File: src/rtl/nfc_cmd_arbiter.sv
// nfc_cmd_arbiter: multi-channel command front end for the NAND flash
// controller. Each host channel has its own command FIFO; a round-robin
// arbiter feeds one command at a time to the single NFC command port, waits
// for nfc_done (or a watchdog timeout) and pulses a completion status back to
// the channel that issued the command.
module nfc_cmd_arbiter #(
  parameter int NUM_CH  = 4,
  parameter int CMD_W   = 3,
  parameter int ADDR_W  = 16,
  parameter int DEPTH   = 4,
  parameter int TIMEOUT = 4096
) (
  input  logic                       clk,
  input  logic                       Reset,
  input  logic [NUM_CH-1:0]          req_valid,
  output logic [NUM_CH-1:0]          req_ready,
  input  logic [NUM_CH*CMD_W-1:0]    req_cmd,
  input  logic [NUM_CH*ADDR_W-1:0]   req_addr,
  output logic [NUM_CH-1:0]          rsp_valid,
  output logic [1:0]                 rsp_status,
  output logic [CMD_W-1:0]           nfc_cmd,
  output logic [ADDR_W-1:0]          RWA,
  output logic                       nfc_start,
  input  logic                       nfc_done,
  input  logic                       command_error,
  output logic                       busy,
  output logic [$clog2(NUM_CH)-1:0]  grant_ch
);

  localparam int CH_W  = $clog2(NUM_CH);
  localparam int AW    = $clog2(DEPTH);
  localparam int ENT_W = CMD_W + ADDR_W;
  localparam int WD_W  = $clog2(TIMEOUT);

  localparam logic [1:0] ST_OK  = 2'b00;
  localparam logic [1:0] ST_ERR = 2'b01;
  localparam logic [1:0] ST_TMO = 2'b10;

  localparam logic [AW:0]         PTR_ONE  = (AW+1)'(1);
  localparam logic [WD_W-1:0]     WD_ONE   = WD_W'(1);
  localparam logic [WD_W-1:0]     WD_LAST  = WD_W'(TIMEOUT - 1);
  localparam logic [NUM_CH-1:0]   CH_ONE   = NUM_CH'(1);

  typedef enum logic [1:0] {
    S_IDLE,
    S_ISSUE,
    S_WAIT,
    S_RESP
  } state_t;

  state_t state, state_d;

  // Per-channel FIFO status, head entries and pop strobes.
  logic [NUM_CH-1:0] fifo_empty;
  logic [NUM_CH-1:0] fifo_full;
  logic [NUM_CH-1:0] fifo_pop;
  logic [ENT_W-1:0]  fifo_head [NUM_CH];

  // Arbiter and datapath registers plus their next-state values.
  logic [CH_W-1:0]   last_grant, last_grant_d;
  logic [CH_W-1:0]   grant_d;
  logic [WD_W-1:0]   wd, wd_d;
  logic [CMD_W-1:0]  nfc_cmd_d;
  logic [ADDR_W-1:0] rwa_d;
  logic              nfc_start_d;
  logic [NUM_CH-1:0] rsp_valid_d;
  logic [1:0]        rsp_status_d;
  logic              busy_d;
  logic              pop_en;

  logic              rr_found;
  logic [CH_W-1:0]   rr_pick;
  logic [CH_W-1:0]   rr_idx;

  // ---------------------------------------------------------------------------
  // Command FIFOs: one per channel, entries are {cmd, addr}. The pointers carry
  // one extra wrap bit so that full (wrap bits differ) and empty (pointers
  // equal) can be told apart without a separate counter.
  // ---------------------------------------------------------------------------
  for (genvar g = 0; g < NUM_CH; g++) begin : g_fifo
    logic [ENT_W-1:0] mem [DEPTH];
    logic [AW:0]      wr_ptr;
    logic [AW:0]      rd_ptr;
    logic             push;

    assign push          = req_valid[g] & ~fifo_full[g];
    assign fifo_full[g]  = (wr_ptr[AW] != rd_ptr[AW]) &&
                           (wr_ptr[AW-1:0] == rd_ptr[AW-1:0]);
    assign fifo_empty[g] = (wr_ptr == rd_ptr);
    assign fifo_head[g]  = mem[rd_ptr[AW-1:0]];
    assign fifo_pop[g]   = pop_en && (rr_pick == CH_W'(g));

    // Write the incoming command into the slot under the write pointer.
    // NOTE: the storage array has no reset; the pointers alone define which
    // entries are valid, and leaving the RAM unreset lets it map onto plain
    // memory cells.
    always_ff @(posedge clk) begin
      if (push) begin
        mem[wr_ptr[AW-1:0]] <= {req_cmd[g*CMD_W +: CMD_W], req_addr[g*ADDR_W +: ADDR_W]};
      end
    end

    // Advance read/write pointers; a same-cycle push and pop both take effect.
    // NOTE: state registers use non-blocking assignments so every flop samples
    // the pre-edge values regardless of block ordering.
    always_ff @(posedge clk or negedge Reset) begin
      if (!Reset) begin
        wr_ptr <= '0;
        rd_ptr <= '0;
      end else begin
        if (push)        wr_ptr <= wr_ptr + PTR_ONE;
        if (fifo_pop[g]) rd_ptr <= rd_ptr + PTR_ONE;
      end
    end
  end

  assign req_ready = ~fifo_full;

  // Round-robin pick: first non-empty channel starting at last_grant+1.
  // Iterating from the farthest candidate down lets the nearest one win.
  // NOTE: every combinational output gets a default before any branch, so no
  // path leaves a value unassigned and no latch is inferred.
  always_comb begin
    rr_found = 1'b0;
    rr_pick  = '0;
    rr_idx   = '0;
    for (int k = NUM_CH; k >= 1; k--) begin
      rr_idx = CH_W'((int'(last_grant) + k) % NUM_CH);
      if (!fifo_empty[rr_idx]) begin
        rr_found = 1'b1;
        rr_pick  = rr_idx;
      end
    end
  end

  // Next-state logic and next values of all registered outputs.
  always_comb begin
    state_d      = state;
    pop_en       = 1'b0;
    nfc_start_d  = 1'b0;
    rsp_valid_d  = '0;
    rsp_status_d = rsp_status;
    nfc_cmd_d    = nfc_cmd;
    rwa_d        = RWA;
    grant_d      = grant_ch;
    last_grant_d = last_grant;
    wd_d         = wd;

    case (state)
      S_IDLE: begin
        if (rr_found) begin
          pop_en               = 1'b1;
          {nfc_cmd_d, rwa_d}   = fifo_head[rr_pick];
          grant_d              = rr_pick;
          nfc_start_d          = 1'b1;
          state_d              = S_ISSUE;
        end
      end
      S_ISSUE: begin
        wd_d    = '0;
        state_d = S_WAIT;
      end
      S_WAIT: begin
        // A completion in the final watchdog cycle still counts as a completion.
        if (nfc_done) begin
          rsp_status_d = command_error ? ST_ERR : ST_OK;
          rsp_valid_d  = CH_ONE << grant_ch;
          state_d      = S_RESP;
        end else if (wd == WD_LAST) begin
          rsp_status_d = ST_TMO;
          rsp_valid_d  = CH_ONE << grant_ch;
          state_d      = S_RESP;
        end else begin
          wd_d = wd + WD_ONE;
        end
      end
      S_RESP: begin
        last_grant_d = grant_ch;
        state_d      = S_IDLE;
      end
      default: state_d = S_IDLE;
    endcase

    busy_d = (state_d != S_IDLE);
  end

  // FSM state register.
  always_ff @(posedge clk or negedge Reset) begin
    if (!Reset) state <= S_IDLE;
    else        state <= state_d;
  end

  // Registered outputs, arbiter history and watchdog.
  always_ff @(posedge clk or negedge Reset) begin
    if (!Reset) begin
      nfc_cmd    <= '0;
      RWA        <= '0;
      nfc_start  <= 1'b0;
      rsp_valid  <= '0;
      rsp_status <= ST_OK;
      busy       <= 1'b0;
      grant_ch   <= '0;
      last_grant <= CH_W'(NUM_CH - 1);
      wd         <= '0;
    end else begin
      nfc_cmd    <= nfc_cmd_d;
      RWA        <= rwa_d;
      nfc_start  <= nfc_start_d;
      rsp_valid  <= rsp_valid_d;
      rsp_status <= rsp_status_d;
      busy       <= busy_d;
      grant_ch   <= grant_d;
      last_grant <= last_grant_d;
      wd         <= wd_d;
    end
  end

endmodule

File: config.mk
export PLATFORM = sky130hd
export DESIGN_NAME = nfc_cmd_arbiter
export DESIGN_NICKNAME = d
export VERILOG_FILES = /design/src/rtl/nfc_cmd_arbiter.sv
export SDC_FILE = /design/constraint.sdc
export NUM_CORES = 1
export LEC_CHECK = 0
export BUFFER_PORTS_ARGS = -buffer_cell sky130_fd_sc_hd__buf_2
export CORE_MARGIN = 2
export CORE_UTILIZATION = 45
export CTS_BUF_LIST = sky130_fd_sc_hd__clkbuf_8
export CTS_CLUSTER_DIAMETER = 50
export CTS_CLUSTER_SIZE = 40
export DETAILED_ROUTE_END_ITERATION = 8
export PLACE_DENSITY = 0.64
export SYNTH_ARGS = -nofsm -noshare
export SYNTH_HDL_FRONTEND = slang
export SYNTH_SLANG_ARGS = --single-unit
export TNS_END_PERCENT = 30
File: constraint.sdc
create_clock -name clk -period 3.2 [get_ports clk]
set_clock_uncertainty 0.1 [all_clocks]
set_input_delay 0.96 -clock clk [delete_from_list [all_inputs] [get_ports clk]]
set_output_delay 0.96 -clock clk [all_outputs]
set_load 0.01 [all_outputs]
==> results.txt, run 1 <==
Final Worst Setup Slack: 462 ps
post-CTS setup buffer count: 0
Final Critical Period: 2740 ps
Max-cap violations: 0
# fillers: 2641
worst-path maximum fanout: 20
vias in the first global route: 7402
Initial Util: 45.7%
Worst Path Arrival: 3050 ps
Initial DRC Count: 552
PD cells: 959 mW/mm^2
warnings from Yosys: 0
drt total wl: 28.6 mm
die width: 186 microns
nets: 1008
Peak supply drop: 597 uV
count of hold-fix buffers inserted at cts: 0
Design Area, Final: 0.0168 sq mm
Netlist Area Pre-Place: 0.0149 sq mm
Placement Setup Slack: 463 ps
main flop type after synthesis: edfxtp_1
R2R Setup Slk: 460 ps
row count: 66
die height: 186 microns
setup_tns: 0 ps
H-tree depth: 2
CTS buffer count: 35
Via Count: 7236
Mapped Cells: 752
IO Count: 117
GP Congestion: 0.782
DR pass1 iterations: 7
slew of the pin with the lowest slew margin: 906 ps
drt wl/cell: 20.8 microns
hpwl dp: 19.4 mm
max-slew violation count: 0
initial antenna violation count: 10
synth unique cells: 53
Final setup viols: 0
Worst Reg-to-Reg Cells: 8
Hold Crit Start: g_fifo[0].wr_ptr[2]$_DFFE_PN0P_
met2 GRT Util: 26.0%
layout cells sized above 1: 33.3%
Syn-to-layout area delta: 12.9%
Pwr Total: 0.0161 W
first-pass GRT wire length: 43.1 mm
clock root buffer: clkbuf_8
hold path cells: 1
number of synthesized flops with an enable pin: 304
CTS sink cnt: 373
reg2reg start: g_fifo[3].wr_ptr[1]$_DFFE_PN0P_
Peak Freq: 0.365 GHz
Min-Delay Endpoint: g_fifo[0].wr_ptr[2]$_DFFE_PN0P_
DRC: 0
CTS tree: built
clock slew seen by the registers of the worst setup and hold paths: 90 ps
total grt overflow: 0
Tot GR Track Use: 16.7%
status: finished clean
async set-reset flop share out of synthesis: 18.5%
Clock Tree Buf Depth: 3
IO buf count: 116
Worst slew margin: 39.6%
kind of critical path: register to register
number of routed nets with antenna violations: 0
GRT met3 Usage: 3.91%
GR peak layer: met2
GR met1 Demand/Resource: 23.7%
synthesized flop and latch total: 373
Syn Nets: 857
r2r endpoint: RWA[7]$_DFFE_PN0P_
core footprint: 0.0326 sq mm
worst hold path class: register to register
# resized after CTS: 0
final worst path period share: 85.6%
Die ar.: 0.0346 sq mm
sequential cell area fraction in the yosys report: 72.8%
largest net degree at the start of global routing: 70
critical path capture point type: register
crit start category: register
RSZ-0062 raised after global routing: false
hold_ws: 385 ps
Final Hold Vio Count: 0
syn avg cell area: 19.8 sq um
Leakage: 6.14 nW
clk_lat worst skew: 550 ps
placed inst area: 0.0161 sq mm
vias per cell: 5.25
CP required: 3510 ps
==> Yosys cell counts, types with 4 or more instances <==
master	count	share of area (%)
and2_1	5	0.21
and3_1	20	0.84
clkbuf_1	19	0.48
dfrtp_1	67	11
edfxtp_1	304	61
ha_1	21	1.8
inv_1	11	0.28
mux2_2	4	0.30
mux2i_1	39	2.6
mux4_2	76	11
nand2_1	43	1.1
nand2b_1	4	0.17
nand3_1	6	0.20
nand4_1	4	0.17
nor2_1	17	0.43
nor3_1	4	0.13
o21ai_0	6	0.20
o221ai_1	9	0.53
o221ai_2	10	1.0
xnor2_1	8	0.47
xor2_1	30	1.8
==> registers in the layout, summed over array words and instances (netlist names), 3 cells and up <==
signal         cells
RWA               16
g_fifo.mem       304
g_fifo.rd_ptr     12
g_fifo.wr_ptr     12
nfc_cmd            3
rsp_valid          4
wd                12
==> critical path, cell delays in order, from the launching register on <==
cell      delay [ps]
dfrtp_1          430
xor2_1           200
nor3_1           260
and2_1           240
a311o_1          470
clkinv_2         290
nand2b_1         140
buf_4            290
o221ai_1         180
==> layer usage <==
layer / vias to the layer above / wire [microns]
li1: 3313 / -
met1: 3692 / 12600
met2: 167 / 13500
met3: 54 / 1770
met4: 10 / 672
met5: - / 64
==> worst max-delay path by stage <==
stage / start / to / slack (ps) / cells after the start
floorplan: g_fifo[1].wr_ptr[0]$_DFFE_PN0P_ / g_fifo[0].rd_ptr[1]$_DFFE_PN0P_ / 980 / 7
global placement: g_fifo[3].wr_ptr[1]$_DFFE_PN0P_ / RWA[11]$_DFFE_PN0P_ / 580 / 8
detailed placement: g_fifo[3].wr_ptr[1]$_DFFE_PN0P_ / RWA[10]$_DFFE_PN0P_ / 460 / 8
CTS: g_fifo[0].wr_ptr[0]$_DFFE_PN0P_ / req_ready[0] / 420 / 4
global route: g_fifo[3].wr_ptr[1]$_DFFE_PN0P_ / RWA[6]$_DFFE_PN0P_ / 240 / 8
finish: g_fifo[3].wr_ptr[1]$_DFFE_PN0P_ / RWA[7]$_DFFE_PN0P_ / 460 / 8
==> cell families after synthesis <==
group,share of synthesized area (%)
buffers and inverters,1.66
AOI/OAI and AO/OA,2.59
xor gates and xnor gates,2.23
muxes,14.6
adders and majority gates,1.76
DFF,72.8
and+or+nand+nor,4.27
==> stage by stage <==
step	cells	utilization [%]
final	1377	51.6
after CTS	1371	51.5
after detailed placement	1308	49.2
after global placement	1308	49.2
after floorplan	752	-
after global routing	1372	51.6
==> power by group <==
part	internal [W]	switching, W	leakage (nW)
clock	0.00122	0.00182	0.392
combinational	0.00258	0.00343	2.10
sequential	0.00659	0.000502	3.64
total	0.0104	0.00575	6.14
==> cells in the final DEF, fill, tap and decap left out, types with 8 or more instances in the layout <==
cell / n
buf_4: 29
edfxtp_1: 304
dfrtp_1: 67
mux2i_1: 39
xor2_1: 30
o221ai_2: 10
and3_1: 20
mux4_2: 76
inv_1: 12
ha_1: 21
xnor2_1: 8
buf_2: 115
o221ai_1: 9
nand2_1: 43
clkbuf_8: 37
inv_6: 9
nor2_1: 17
==> layout make-up <==
cell class                      count  area (sq um)  area share (%)
Antenna cell                        6          15.0          0.0892
Clock buffer                       37           509            3.03
Clock inverter                     26           255            1.52
Inverter                           12          46.3           0.275
Multi-Input combinational cell    337          3800            22.6
Sequential cell                   373         10900            64.5
Tap cell                          442           553            3.29
Timing Repair Buffer              144           793            4.71
Note: power is estimated with default switching activity, not from simulation.
==> run 2, diff against run 1 <==
--- a/config.mk
+++ b/config.mk
@@ -7,12 +7,13 @@
 export LEC_CHECK = 0
 export BUFFER_PORTS_ARGS = -buffer_cell sky130_fd_sc_hd__buf_2
 export CORE_MARGIN = 2
-export CORE_UTILIZATION = 45
+export CORE_UTILIZATION = 55
 export CTS_BUF_LIST = sky130_fd_sc_hd__clkbuf_8
 export CTS_CLUSTER_DIAMETER = 50
 export CTS_CLUSTER_SIZE = 40
 export DETAILED_ROUTE_END_ITERATION = 8
-export PLACE_DENSITY = 0.64
+export PLACE_DENSITY = 0.78
+export SLEW_MARGIN = 30
 export SYNTH_ARGS = -nofsm -noshare
 export SYNTH_HDL_FRONTEND = slang
 export SYNTH_SLANG_ARGS = --single-unit
==> constraint.sdc (replaced) <==
create_clock -name clk -period 2.5 [get_ports clk]
set_clock_uncertainty 0.1 [all_clocks]
set_input_delay 0.75 -clock clk [delete_from_list [all_inputs] [get_ports clk]]
set_output_delay 0.75 -clock clk [all_outputs]
set_load 0.01 [all_outputs]
==> run 2 against run 1 <==
- setup slack got worse by 400 ps
- non-clock buffer count rose by 5
- critical path depth fell by 4
- flip-flop and latch count did not move
- clock-buffer cell count fell by 2
- critical path type is now register to output port
- highest routed layer unchanged
==> results.txt, run 2 (synthesis gave the netlist of run 1 again) <==
clock slew seen by the registers of the worst setup and hold paths: 100 ps (was 90 ps)
RSZ-0062 raised after global routing: true (was false)
die height: 169 microns (was 186 microns)
Placement Setup Slack: 97.3 ps (was 463 ps)
Finished Core Util: 62.5% (was 51.6%)
wire length on met2: 13.4 mm (was 13.5 mm)
post-CTS setup buffer count: 0 (unchanged)
PD cells: 1230 mW/mm^2 (was 959 mW/mm^2)
CTS buffer count: 34 (was 35)
core footprint: 0.0268 sq mm (was 0.0326 sq mm)
drt total wl: 27.7 mm (was 28.6 mm)
crit start category: register (unchanged)
Final Hold Vio Count: 0 (unchanged)
IO Count: 117 (unchanged)
row count: 60 (was 66)
Design Area, Final: 0.0168 sq mm (about the same)
setup_tns: 0 ps (unchanged)
DRC: 0 (unchanged)
worst-path maximum fanout: 6 (was 20)
layout cells sized above 1: 35.0% (was 33.3%)
status: finished clean (unchanged)
H-tree depth: 2 (unchanged)
hold_ws: 97.9 ps (was 385 ps)
most frequent cells in the layout: edfxtp_1, buf_2, mux4_2 (unchanged)
max incr delay on CP: 460 ps (was 470 ps)
Syn-to-layout area delta: 12.4% (was 12.9%)
first-pass GRT wire length: 42.6 mm (was 43.1 mm)
drt wl/cell: 21.7 microns (was 20.8 microns)
Worst Path Arrival: 1590 ps (was 3050 ps)
vias in the first global route: 7487 (was 7402)
clk_lat worst skew: 540 ps (was 550 ps)
worst hold path class: primary input to asynchronous set/reset pin (was register to register)
final worst path period share: 97.7%
nets: 1012 (was 1008)
Initial Util: 55.6% (was 45.7%)
Final Worst Setup Slack: 57.8 ps (was 462 ps)
count of hold-fix buffers inserted at cts: 0 (unchanged)
Top Metal Used: met5 (unchanged)
clock root buffer: clkbuf_8 (unchanged)
die width: 169 microns (was 186 microns)
initial antenna violation count: 7 (was 10)
number of routed nets with antenna violations: 0 (unchanged)
GP Congestion: 0.781 (was 0.782)
commonest non-fill, non-tap cell in the layout: edfxtp_1 (unchanged)
worst path cell trace: xor2_2, nor2_1, nand2_2, buf_6 (was xor2_1, nor3_1, and2_1, a311o_1, clkinv_2, nand2b_1, buf_4, o221ai_1)
Final setup viols: 0 (unchanged)
Peak supply drop: 647 uV (was 597 uV)
largest net degree at the start of global routing: 41 (was 70)
Initial DRC Count: 583 (was 552)
CTS tree: built (unchanged)
placed inst area: 0.0160 sq mm (was 0.0161 sq mm)
Multi-input gate area: 0.00386 sq mm (was 0.00380 sq mm)
Final Critical Period: 2440 ps
Worst slew margin: 52.0% (was 39.6%)
met1 wire length: 11.8 mm (was 12.6 mm)
kind of critical path: register to output port (was register to register)
CTS sink cnt: 373 (unchanged)
Leakage: 6.14 nW (about the same)
Via Count: 7257 (was 7236)
CP required: 1650 ps (was 3510 ps)
total grt overflow: 0 (unchanged)
critical path capture point type: output port (was register)
slew of the pin with the lowest slew margin: 719 ps (was 906 ps)
max-slew violation count: 0 (unchanged)
FF+latch area: 0.0109 sq mm (about the same)
hpwl dp: 19.3 mm (was 19.4 mm)
critical path launch point: g_fifo[1].wr_ptr[0]$_DFFE_PN0P_ (was g_fifo[3].wr_ptr[1]$_DFFE_PN0P_)
Peak Freq: 0.409 GHz
Tot GR Track Use: 19.8% (was 16.7%)
Clock Tree Buf Depth: 3 (unchanged)
max reg flops: 304 (unchanged)
Max-cap violations: 0 (unchanged)
vias per cell: 5.69 (was 5.25)
Critical-path top delay cell: dfrtp_2 (was a311o_1)
met3 wire len: 1.81 mm (was 1.77 mm)
reg2reg start: g_fifo[1].wr_ptr[0]$_DFFE_PN0P_ (was g_fifo[3].wr_ptr[1]$_DFFE_PN0P_)
Die ar.: 0.0284 sq mm (was 0.0346 sq mm)
IO buf count: 116 (unchanged)
DR pass1 iterations: 5 (was 7)
# fillers: 1858 (was 2641)
## run 2: power by group
part	total [W]	leakage [nW]	internal [W]	switching, W
registers	0.00910	3.64	0.00845	0.000654
logic	0.00796	2.16	0.00353	0.00443
clock network	0.00354	0.343	0.00142	0.00211
## run 2: area by class of cell
type                       instances  area share, %
clock buffer                      35           2.87
tap                              341           2.55
multi-input combinational        337           23.0
antenna                            4         0.0597
sequential                       373           64.8
inverter                          12          0.284
clock inverter                    25           1.15
timing repair buffer             149           5.22
## run 2: metal layers
metal | vias up | track usage, %
met5 | - | 0
met4 | 10 | 5.55
met3 | 51 | 4.72
met2 | 184 | 31.6
met1 | 3709 | 27.9
li1 | 3303 | -
## run 2: final timing paths
path,endpoint,slack [ps],depth (start not counted)
min in group clk,g_fifo[0].mem[1][17]$_DFFE_PP_,320,1
worst max-delay path,req_ready[1],60,4
worst min register to register,RWA[9]$_DFFE_PN0P_,390,2
worst max register to register,g_fifo[0].rd_ptr[1]$_DFFE_PN0P_,100,6
max in group asynchronous,rsp_valid[3]$_DFF_PN0_,1550,2
worst min-delay path,RWA[3]$_DFFE_PN0P_,100,1
## run 2: critical path: cells and delay by family, from the launching register on
family	cells	cell delay (ps)
xor gates and xnor gates	1	200
DFF	1	460
buffers and inverters	1	160
and+or+nand+nor	2	250
## run 2: per-stage QoR
step / std cells / total power (W)
floorplan: 752 / 0.0149
global placement: 1212 / 0.0170
CTS: 1272 / 0.0208
global route: 1272 / 0.0217
finish: 1276 / 0.0206
detailed placement: 1212 / 0.0172
## run 2: what timing repair did
action                     CTS  global route
gates resized for setup      7            11
setup endpoints to repair    2            13
pin swaps                    0             0
